<file path="config.mk">
export PLATFORM = sky130hd
export DESIGN_NAME = mem_arbiter_flat
export DESIGN_NICKNAME = d
export VERILOG_FILES = /design/src/rtl/mem_arbiter_pkg.sv /design/src/rtl/mem_arbiter_if.sv /design/src/rtl/mem_arbiter.sv /design/src/flat_wrapper.sv
export SDC_FILE = /design/constraint.sdc
export NUM_CORES = 1
export LEC_CHECK = 0
export CORE_MARGIN = 4
export CORE_UTILIZATION = 35
export CTS_BUF_LIST = sky130_fd_sc_hd__clkbuf_2
export CTS_CLUSTER_DIAMETER = 200
export CTS_CLUSTER_SIZE = 25
export DETAILED_ROUTE_END_ITERATION = 8
export GPL_ROUTABILITY_DRIVEN = 0
export GPL_TIMING_DRIVEN = 0
export PLACE_DENSITY = 0.81
export SYNTH_ARGS = -nofsm -noshare
export SYNTH_HDL_FRONTEND = slang
export SYNTH_SLANG_ARGS = --single-unit
</file>
<file path="constraint.sdc">
create_clock -name clk -period 2.25 [get_ports clk]
set_clock_uncertainty 0.05 [all_clocks]
set_input_delay 0.3375 -clock clk [delete_from_list [all_inputs] [get_ports clk]]
set_output_delay 0.3375 -clock clk [all_outputs]
set_load 0.02 [all_outputs]
</file>
<file path="src/rtl/mem_arbiter_pkg.sv">
`default_nettype none
// +----------------------------------------------------------------------------+
// | mem_arbiter_pkg                                                            |
// | Shared widths, FSM state encoding and requester ids for the memory arbiter.|
// | Revision: 1.0                                                              |
// +----------------------------------------------------------------------------+
package mem_arbiter_pkg;

  localparam int ADDR_W   = 32;
  localparam int DATA_W   = 32;
  localparam int BE_W     = 4;
  localparam int STARVE_W = 3;

  localparam logic [BE_W-1:0] BE_FULL = '1;

  typedef enum logic [1:0] {
    IDLE    = 2'd0,
    BUSY_IF = 2'd1,
    BUSY_D  = 2'd2
  } arb_state_e;

  typedef enum logic {
    REQ_IF = 1'b0,
    REQ_D  = 1'b1
  } req_id_e;

endpackage
`default_nettype wire

</file>
<file path="src/rtl/mem_arbiter_if.sv">
`default_nettype none
// +----------------------------------------------------------------------------+
// | mem_arbiter_if                                                             |
// | Fetch, data and single-port memory handshake signals of the arbiter.       |
// | Revision: 1.0                                                              |
// +----------------------------------------------------------------------------+
interface mem_arbiter_if;
  import mem_arbiter_pkg::*;

  logic              if_req;
  logic [ADDR_W-1:0] if_addr;
  logic              if_flush;
  logic              if_ready;
  logic [DATA_W-1:0] if_rdata;

  logic              d_req;
  logic              d_we;
  logic [ADDR_W-1:0] d_addr;
  logic [DATA_W-1:0] d_wdata;
  logic [BE_W-1:0]   d_be;
  logic              d_ready;
  logic [DATA_W-1:0] d_rdata;

  logic              mem_req;
  logic              mem_we;
  logic [ADDR_W-1:0] mem_addr;
  logic [DATA_W-1:0] mem_wdata;
  logic [BE_W-1:0]   mem_be;
  logic              mem_ack;
  logic [DATA_W-1:0] mem_rdata;

  // Arbiter side: serves the core requesters and drives the memory.
  modport slave (
    input  if_req, if_addr, if_flush, d_req, d_we, d_addr, d_wdata, d_be,
    input  mem_ack, mem_rdata,
    output if_ready, if_rdata, d_ready, d_rdata,
    output mem_req, mem_we, mem_addr, mem_wdata, mem_be
  );

  // Environment side: core requesters plus the memory responder.
  modport master (
    output if_req, if_addr, if_flush, d_req, d_we, d_addr, d_wdata, d_be,
    output mem_ack, mem_rdata,
    input  if_ready, if_rdata, d_ready, d_rdata,
    input  mem_req, mem_we, mem_addr, mem_wdata, mem_be
  );

endinterface
`default_nettype wire

</file>
<file path="src/rtl/mem_arbiter.sv">
`default_nettype none
// +----------------------------------------------------------------------------+
// | mem_arbiter                                                                |
// | Two-requester (fetch/data) arbiter onto one single-port memory, data      |
// | priority with a bounded fetch-starvation counter.                          |
// | Revision: 1.0                                                              |
// +----------------------------------------------------------------------------+
module mem_arbiter
  import mem_arbiter_pkg::*;
#(
  parameter int unsigned STARVE_MAX = 4
) (
  input  logic         clk,
  input  logic         rst,
  mem_arbiter_if.slave bus
);

  localparam logic [STARVE_W-1:0] STARVE_LIMIT = STARVE_W'(STARVE_MAX);

  arb_state_e          state_q, state_d;
  logic [STARVE_W-1:0] starve_cnt_q, starve_cnt_d;
  logic                drop_q, drop_d;
  logic                mem_req_q, mem_req_d;
  logic                mem_we_q, mem_we_d;
  logic [ADDR_W-1:0]   mem_addr_q, mem_addr_d;
  logic [DATA_W-1:0]   mem_wdata_q, mem_wdata_d;
  logic [BE_W-1:0]     mem_be_q, mem_be_d;
  logic                if_ready_q, if_ready_d;
  logic [DATA_W-1:0]   if_rdata_q, if_rdata_d;
  logic                d_ready_q, d_ready_d;
  logic [DATA_W-1:0]   d_rdata_q, d_rdata_d;

  logic if_eligible;
  logic d_eligible;
  logic fetch_wins;
  logic data_wins;

  assign if_eligible = bus.if_req & ~if_ready_q;
  assign d_eligible  = bus.d_req & ~d_ready_q;

  // A raised d_req keeps priority even during its own ready pulse, so a
  // back-to-back data stream only yields to fetch once starvation saturates.
  assign fetch_wins  = if_eligible & (~bus.d_req | (starve_cnt_q == STARVE_LIMIT));
  assign data_wins   = d_eligible & ~fetch_wins;

  always_comb begin
    state_d      = state_q;
    starve_cnt_d = starve_cnt_q;
    drop_d       = drop_q;
    mem_req_d    = mem_req_q;
    mem_we_d     = mem_we_q;
    mem_addr_d   = mem_addr_q;
    mem_wdata_d  = mem_wdata_q;
    mem_be_d     = mem_be_q;
    if_ready_d   = 1'b0;
    if_rdata_d   = if_rdata_q;
    d_ready_d    = 1'b0;
    d_rdata_d    = d_rdata_q;

    case (state_q)
      IDLE: begin
        if (fetch_wins) begin
          state_d      = BUSY_IF;
          starve_cnt_d = '0;
          drop_d       = 1'b0;
          mem_req_d    = 1'b1;
          mem_we_d     = 1'b0;
          mem_addr_d   = bus.if_addr;
          mem_wdata_d  = '0;
          mem_be_d     = BE_FULL;
        end else if (data_wins) begin
          state_d     = BUSY_D;
          mem_req_d   = 1'b1;
          mem_we_d    = bus.d_we;
          mem_addr_d  = bus.d_addr;
          mem_wdata_d = bus.d_wdata;
          mem_be_d    = bus.d_be;
          if (!bus.if_req) begin
            starve_cnt_d = '0;
          end else if (starve_cnt_q < STARVE_LIMIT) begin
            starve_cnt_d = starve_cnt_q + 3'd1;
          end
        end
      end

      BUSY_IF: begin
        if (bus.if_flush) begin
          drop_d = 1'b1;
        end
        if (bus.mem_ack) begin
          state_d   = IDLE;
          mem_req_d = 1'b0;
          drop_d    = 1'b0;
          if (!drop_q && !bus.if_flush) begin
            if_ready_d = 1'b1;
            if_rdata_d = bus.mem_rdata;
          end
        end
      end

      BUSY_D: begin
        if (bus.mem_ack) begin
          state_d   = IDLE;
          mem_req_d = 1'b0;
          d_ready_d = 1'b1;
          d_rdata_d = bus.mem_rdata;
        end
      end

      default: state_d = IDLE;
    endcase
  end

  always_ff @(posedge clk) begin
    if (rst) begin
      state_q      <= IDLE;
      starve_cnt_q <= '0;
      drop_q       <= 1'b0;
      mem_req_q    <= 1'b0;
      mem_we_q     <= 1'b0;
      mem_addr_q   <= '0;
      mem_wdata_q  <= '0;
      mem_be_q     <= '0;
      if_ready_q   <= 1'b0;
      if_rdata_q   <= '0;
      d_ready_q    <= 1'b0;
      d_rdata_q    <= '0;
    end else begin
      state_q      <= state_d;
      starve_cnt_q <= starve_cnt_d;
      drop_q       <= drop_d;
      mem_req_q    <= mem_req_d;
      mem_we_q     <= mem_we_d;
      mem_addr_q   <= mem_addr_d;
      mem_wdata_q  <= mem_wdata_d;
      mem_be_q     <= mem_be_d;
      if_ready_q   <= if_ready_d;
      if_rdata_q   <= if_rdata_d;
      d_ready_q    <= d_ready_d;
      d_rdata_q    <= d_rdata_d;
    end
  end

  assign bus.mem_req   = mem_req_q;
  assign bus.mem_we    = mem_we_q;
  assign bus.mem_addr  = mem_addr_q;
  assign bus.mem_wdata = mem_wdata_q;
  assign bus.mem_be    = mem_be_q;
  assign bus.if_ready  = if_ready_q;
  assign bus.if_rdata  = if_rdata_q;
  assign bus.d_ready   = d_ready_q;
  assign bus.d_rdata   = d_rdata_q;

endmodule
`default_nettype wire

</file>
<file path="src/flat_wrapper.sv">
// flat-port wrapper written by rule: the top's interface ports become plain ports
module mem_arbiter_flat import mem_arbiter_pkg::*;
#(
  parameter int unsigned STARVE_MAX = 4
)
  (clk, rst, bus_if_req, bus_if_addr, bus_if_flush, bus_d_req, bus_d_we, bus_d_addr, bus_d_wdata, bus_d_be, bus_mem_ack, bus_mem_rdata, bus_if_ready, bus_if_rdata, bus_d_ready, bus_d_rdata, bus_mem_req, bus_mem_we, bus_mem_addr, bus_mem_wdata, bus_mem_be);
  mem_arbiter_if bus_i ();
  input  logic clk;
  input  logic rst;
  input wire logic [$bits(bus_i.if_req)-1:0] bus_if_req;
  input wire logic [$bits(bus_i.if_addr)-1:0] bus_if_addr;
  input wire logic [$bits(bus_i.if_flush)-1:0] bus_if_flush;
  input wire logic [$bits(bus_i.d_req)-1:0] bus_d_req;
  input wire logic [$bits(bus_i.d_we)-1:0] bus_d_we;
  input wire logic [$bits(bus_i.d_addr)-1:0] bus_d_addr;
  input wire logic [$bits(bus_i.d_wdata)-1:0] bus_d_wdata;
  input wire logic [$bits(bus_i.d_be)-1:0] bus_d_be;
  input wire logic [$bits(bus_i.mem_ack)-1:0] bus_mem_ack;
  input wire logic [$bits(bus_i.mem_rdata)-1:0] bus_mem_rdata;
  output wire logic [$bits(bus_i.if_ready)-1:0] bus_if_ready;
  output wire logic [$bits(bus_i.if_rdata)-1:0] bus_if_rdata;
  output wire logic [$bits(bus_i.d_ready)-1:0] bus_d_ready;
  output wire logic [$bits(bus_i.d_rdata)-1:0] bus_d_rdata;
  output wire logic [$bits(bus_i.mem_req)-1:0] bus_mem_req;
  output wire logic [$bits(bus_i.mem_we)-1:0] bus_mem_we;
  output wire logic [$bits(bus_i.mem_addr)-1:0] bus_mem_addr;
  output wire logic [$bits(bus_i.mem_wdata)-1:0] bus_mem_wdata;
  output wire logic [$bits(bus_i.mem_be)-1:0] bus_mem_be;
  assign bus_i.if_req = bus_if_req;
  assign bus_i.if_addr = bus_if_addr;
  assign bus_i.if_flush = bus_if_flush;
  assign bus_i.d_req = bus_d_req;
  assign bus_i.d_we = bus_d_we;
  assign bus_i.d_addr = bus_d_addr;
  assign bus_i.d_wdata = bus_d_wdata;
  assign bus_i.d_be = bus_d_be;
  assign bus_i.mem_ack = bus_mem_ack;
  assign bus_i.mem_rdata = bus_mem_rdata;
  assign bus_if_ready = bus_i.if_ready;
  assign bus_if_rdata = bus_i.if_rdata;
  assign bus_d_ready = bus_i.d_ready;
  assign bus_d_rdata = bus_i.d_rdata;
  assign bus_mem_req = bus_i.mem_req;
  assign bus_mem_we = bus_i.mem_we;
  assign bus_mem_addr = bus_i.mem_addr;
  assign bus_mem_wdata = bus_i.mem_wdata;
  assign bus_mem_be = bus_i.mem_be;
  mem_arbiter #(.STARVE_MAX(STARVE_MAX)) u_core (.clk(clk), .rst(rst), .bus(bus_i));
endmodule
</file>
# --- Word level (Yosys, flattened, before mapping) ---
# Index checks and enable logic that the tools add are counted.
word_totals:
  ff_bits: 142
  latch_bits: 0
  ramBits: 0
  romBits: 0
  in_bits: 139
  output_inout_bits: 136
  elab_cells: 77
  memories: 0
op_classes:
  n_addsub: 1
  mul: 0
  div_mod_pow: 0
  order_cmp: 1
  n_eq_ne: 8
  shift: 0
  mux: 26
  n_bitwise: 12
  n_reduce_logical: 17
ops:
  columns: ["cell", "n"]
  rows:
  - ["$mux W32", 4]
  - ["$mux W3", 4]
  - ["$reduce_and A3 Y1", 4]
  - ["$mux W1", 10]
  - ["$mux W4", 2]
  - ["$not A1 Y1", 7]
  - ["$mux W2", 3]
  - ["$ne A3 B1 Y1 const B", 2]
  - ["$reduce_and A2 Y1", 3]
  - ["$reduce_bool A2 Y1", 3]
  - ["$and A1 B1 Y1", 4]
  - ["$ne A2 B1 Y1 const B", 2]
  - ["$pmux W1 S2", 2]
  - ["$pmux W2 S2", 1]
  - ["$reduce_or A2 Y1", 2]
  - ["$add A3 B1 Y3 const B", 1]
  - ["$eq A3 B3 Y1 const B", 1]
  - ["$lt A3 B3 Y1 const B", 1]
  - ["$ne A3 B3 Y1 const B", 1]
  - ["$reduce_or A3 Y1", 1]
  - ["$eq A2 B1 Y1 const B", 1]
  - ["$eq A2 B2 Y1 const B", 1]
  - ["$logic_not A1 Y1", 2]
  - ["$logic_not A2 Y1", 1]
  - ["other kinds (2)", 2]

# --- Longest topological paths before layout ---
depth:
  depth_word: 8
  mapped_depth: 8
  mapped_depth_nobuf: 6

# --- Worst setup path after synthesis ---
# No wires, ideal clock.
synth_timing:
  path_kind: "reg2reg"
  startpoint: "register u_core.state_q[0]"
  endpoint: "register u_core.mem_wdata_q[0], in the netlist u_core.bus.mem_wdata[0]"
  setup_ns: 0.117
  arrival_ns: 1.606
  t_required_ns: 2.083
  setup_slack_ns: 0.477
  stages_incl_launch_ff: 9
  path_buffers: 2
  synth_period_minus_slack_ns: 1.773
  path_cell_list: "dfxtp_1 > inv_1 > ha_1 > and3b_1 > buf_4 > o21ai_2 > nor2_2 > buf_4 > a22o_1"
synth_between:
  elab_chain_len: 2
synth_lines:
  columns: ["item", "line", "text"]
  rows:
  - ["start: declaration", "mem_arbiter.sv:20", "arb_state_e state_q, state_d;"]
  - ["start signal: assignment", "mem_arbiter.sv:129", "state_q <= state_d;"]
  - ["$logic_not A2 Y1", "mem_arbiter.sv:60", "case (state_q)"]
  - ["$reduce_and A2 Y1 (no source line)", null, null]
  - ["end signal: assignment", "mem_arbiter.sv:135", "mem_wdata_q <= mem_wdata_d;"]
  - ["end: declaration", "mem_arbiter.sv:26", "logic [DATA_W-1:0] mem_wdata_q, mem_wdata_d;"]
# No other way between the ends.
# A chain may end at the register's enable or synchronous reset.

# --- Worst setup path after layout ---
layout_timing:
  startpoint: "register u_core.state_q[0]"
  endpoint: "register u_core.mem_wdata_q[29], in the netlist u_core.bus.mem_wdata[29]"
# The elaborated chain is that of the path after synthesis.

==> impl_metrics.ini <==
[outcome]
outcome = complete, no violations

[cells_and_area]
layout-drive-gt1-share_pct = 5.332
fin_nets = 1052
final_cells = 1108
fin_util_pct = 56.89
area_growth_pct = 59.26

[place]
port_buffers = 274
placed_cells = 1076
dp_hpwl_um = 13310

[clock_network]
cts_root_buffer = clkbuf_2
cts.sinks = 142
insertion_delay_ns = 0.63
cts_inserted_buffers = 17
cts_tree = done
clk_pin_slew_ns = 0.21
hold_buffers = 0
clockBufferDepth = 2
htreeDepth = 4

[synth]
synth_area_per_cell_um2 = 8.844
syn_area_um2 = 5430
synthTopCellsByCount = dfxtp_1, nand2_1, a21oi_1
synthTopCellsByArea = dfxtp_1, nand2_1, a21oi_1, mux2i_1, a22o_1
ys_warn_count = 0
syn_inst = 614
yosys.area.top_type = dfxtp_1
yosys.area.top_type_share_pct = 52.35
synthArstFlopShare_pct = 0
ys.flop_type = dfxtp_1
synthesis.nets = 759
synth-edff-count = 0
yosys_register_bits = 142
yosysSeqAreaShare_pct = 52.35
synth_most_common_cell = dfxtp_1
yosysUniqueCellTypes = 39

[sta]
slew_violations = 0
rsz0062_at_grt = no
slew-limit-headroom_pct = 60.91
finalHoldViolCount = 0
min_period_ns = 2.086
tns_ns = 0
worst_pin_slew_ns = 0.5863
finalSetupViolations = 0
fmax_mhz = 479.3
finalCritPeriodShare_pct = 92.72

[global_route]
grt_max_degree = 17
grt_pass1_vias = 5269
grt_pass1_wl_um = 27180
antenna_found_initial = 1
grt_usage_pct = 19.22
overflow = 0

[power]
p_seq_share_pct = 48.7
sw_frac_of_total_pct = 29.37
pwr-share-clk_pct = 26.5
p_switching_mw = 1.670
comb_power_share_pct = 24.8
p_leak_nw = 3.197
p_per_area_nw_per_um2 = 657.2
ir_drop_mv = 0.3346
internal-power_mw = 4.014

[floorplanning]
fp.dieW_um = 132.6
ios = 275
die_h_um = 132.6
num_rows = 45
start_util_pct = 35.72
dieArea_um2 = 17570
fp.coreArea_um2 = 15200

[routing]
drc = 0
drt_first_pass_iters = 4
wl_per_cell_um = 15.80
wirelength_um = 17500
drtAntennaViolNets = 0
vias_per_cell = 4.759
vias = 5273
drt_iter0_drc = 290

[min_path]
worstHoldPathType = primary input to flop
worstHoldPathCells = 3

[critical_path]
start_kind = flop
cp_slowest_stage_delay_ns = 0.42
cp.buffers_inverters = 3
endpoint_kind = flop
crit_cells = 8
path_delay_family = buffers and inverters
cp_common_cell = buf_4
crit_type = flop to flop
cp.arrival_ns = 2.58
cp_max_fo = 10
path_cells = inv_1, ha_1, and3b_1, buf_4, o21ai_2, nor2_2, buf_4, a22o_1
critPathSlowestCell = dfxtp_1
required_ns = 2.74
r2r_cells = 8

[flow_run]
max-cap-violations = 0
==> layout make-up <==
type                       instances  area, um^2
inverter                           9       33.78
timing repair buffer             274        2740
antenna                            1       2.502
buffer                            43       205.2
clock buffer                      18       90.09
tap                              188       235.2
clock inverter                    13       148.9
multi-input combinational        420        2350
sequential                       142        2843
fill                            1384        6554
==> layout by cell type (no fill, tap or decap), types with 3 or more instances in the layout <==
| cell type | netlist | layout |
|---|---|---|
| bufinv_16 | 0 | 3 |
| buf_4 | 4 | 4 |
| o211ai_1 | 3 | 3 |
| nor2_1 | 40 | 40 |
| nand2b_1 | 35 | 35 |
| inv_1 | 9 | 9 |
| buf_2 | 7 | 7 |
| dfxtp_1 | 142 | 142 |
| clkinv_2 | 0 | 3 |
| a21oi_1 | 69 | 69 |
| nand2_1 | 132 | 132 |
| clkbuf_1 | 26 | 25 |
| nor3_1 | 41 | 41 |
| buf_1 | 3 | 3 |
| ha_1 | 6 | 6 |
| a22o_1 | 33 | 33 |
| clkbuf_2 | 0 | 19 |
| clkdlybuf4s50_1 | 0 | 272 |
| clkinv_1 | 0 | 3 |
| nor2b_1 | 3 | 3 |
| nand3b_1 | 3 | 3 |
| mux2i_1 | 32 | 32 |
==> registers in the layout (all words and copies together), names as in the netlist <==
register / cells
u_core.bus.mem_addr: 32
u_core.bus.if_rdata: 32
u_core.drop_q: 1
u_core.bus.mem_wdata: 32
u_core.bus.d_ready: 1
u_core.starve_cnt_q: 3
u_core.bus.mem_we: 1
u_core.state_q: 2
u_core.bus.if_ready: 1
u_core.bus.mem_be: 4
u_core.bus.d_rdata: 32
u_core.bus.mem_req: 1
==> power by group through the flow <==
stage | Combinational, mW | Sequential [mW] | Clock (mW)
2_1_floorplan | 0.495 | 3.02 | 0
3_3_place_gp | 1.41 | 2.81 | 0
3_5_place_dp | 1.42 | 2.82 | 0
4_1_cts | 1.43 | 2.77 | 1.57
5_1_grt | 1.52 | 2.79 | 1.67
6_report | 1.41 | 2.77 | 1.50
==> stage by stage <==
stage	total power, mW	setup slack (ns)	area (um^2)	hold slack, ns
CTS	5.768	0.07331	8645	0.08028
global route	5.984	0.008461	8648	0.04519
finish	5.684	0.1637	8648	0.1797
detailed placement	4.237	-0.05798	8408	0.3978
global placement	4.219	-0.03532	8408	0.3911
floorplan	3.511	0.4775	5430	0.4062
==> path summary, 6_finish.rpt <==
path	slack (ns)	startpoint	endpoint
worst max register to register	0.16	u_core.state_q[0]	u_core.bus.mem_wdata[29]
worst min-delay path	0.18	bus_mem_rdata[18]	u_core.bus.d_rdata[18]
worst min register to register	0.42	u_core.bus.if_rdata[4]	u_core.bus.if_rdata[4]
worst max-delay path	0.16	u_core.state_q[0]	u_core.bus.mem_wdata[29]
==> cell families (layout without fill, tap and decap cells) <==
kind of cell	count (synthesis)	count (layout)	share of synthesized area [%]
DFF	142	142	52.35
buffers and inverters	52	357	4.378
muxes	32	32	5.899
and+or+nand+nor	267	267	22.35
AOI/OAI and AO/OA	115	115	13.64
adders and majority gates	6	6	1.382
other	0	1	0
==> worst reg2reg max path, stage by stage, from the launching register on <==
cell	delay (ns)
dfxtp_1	0.42
inv_1	0.08
ha_1	0.28
and3b_1	0.19
buf_4	0.16
o21ai_2	0.21
nor2_2	0.16
buf_4	0.21
a22o_1	0.24
==> routing by layer <==
| layer | part of all wire (%) | vias to the layer above | global-route usage (%) |
|---|---|---|---|
| met5 | 0 | - | 0 |
| met4 | 2.0 | 0 | 6.409 |
| met3 | 7.2 | 22 | 6.730 |
| met2 | 50 | 188 | 32.53 |
| met1 | 41 | 2405 | 22.76 |
| li1 | - | 2658 | - |
==> what timing repair did <==
action,CTS,global route
setup buffers,0,0
resized for setup,2,2
endpoints found under the setup margin,2,1
Note: power is estimated with default switching activity, not from simulation.
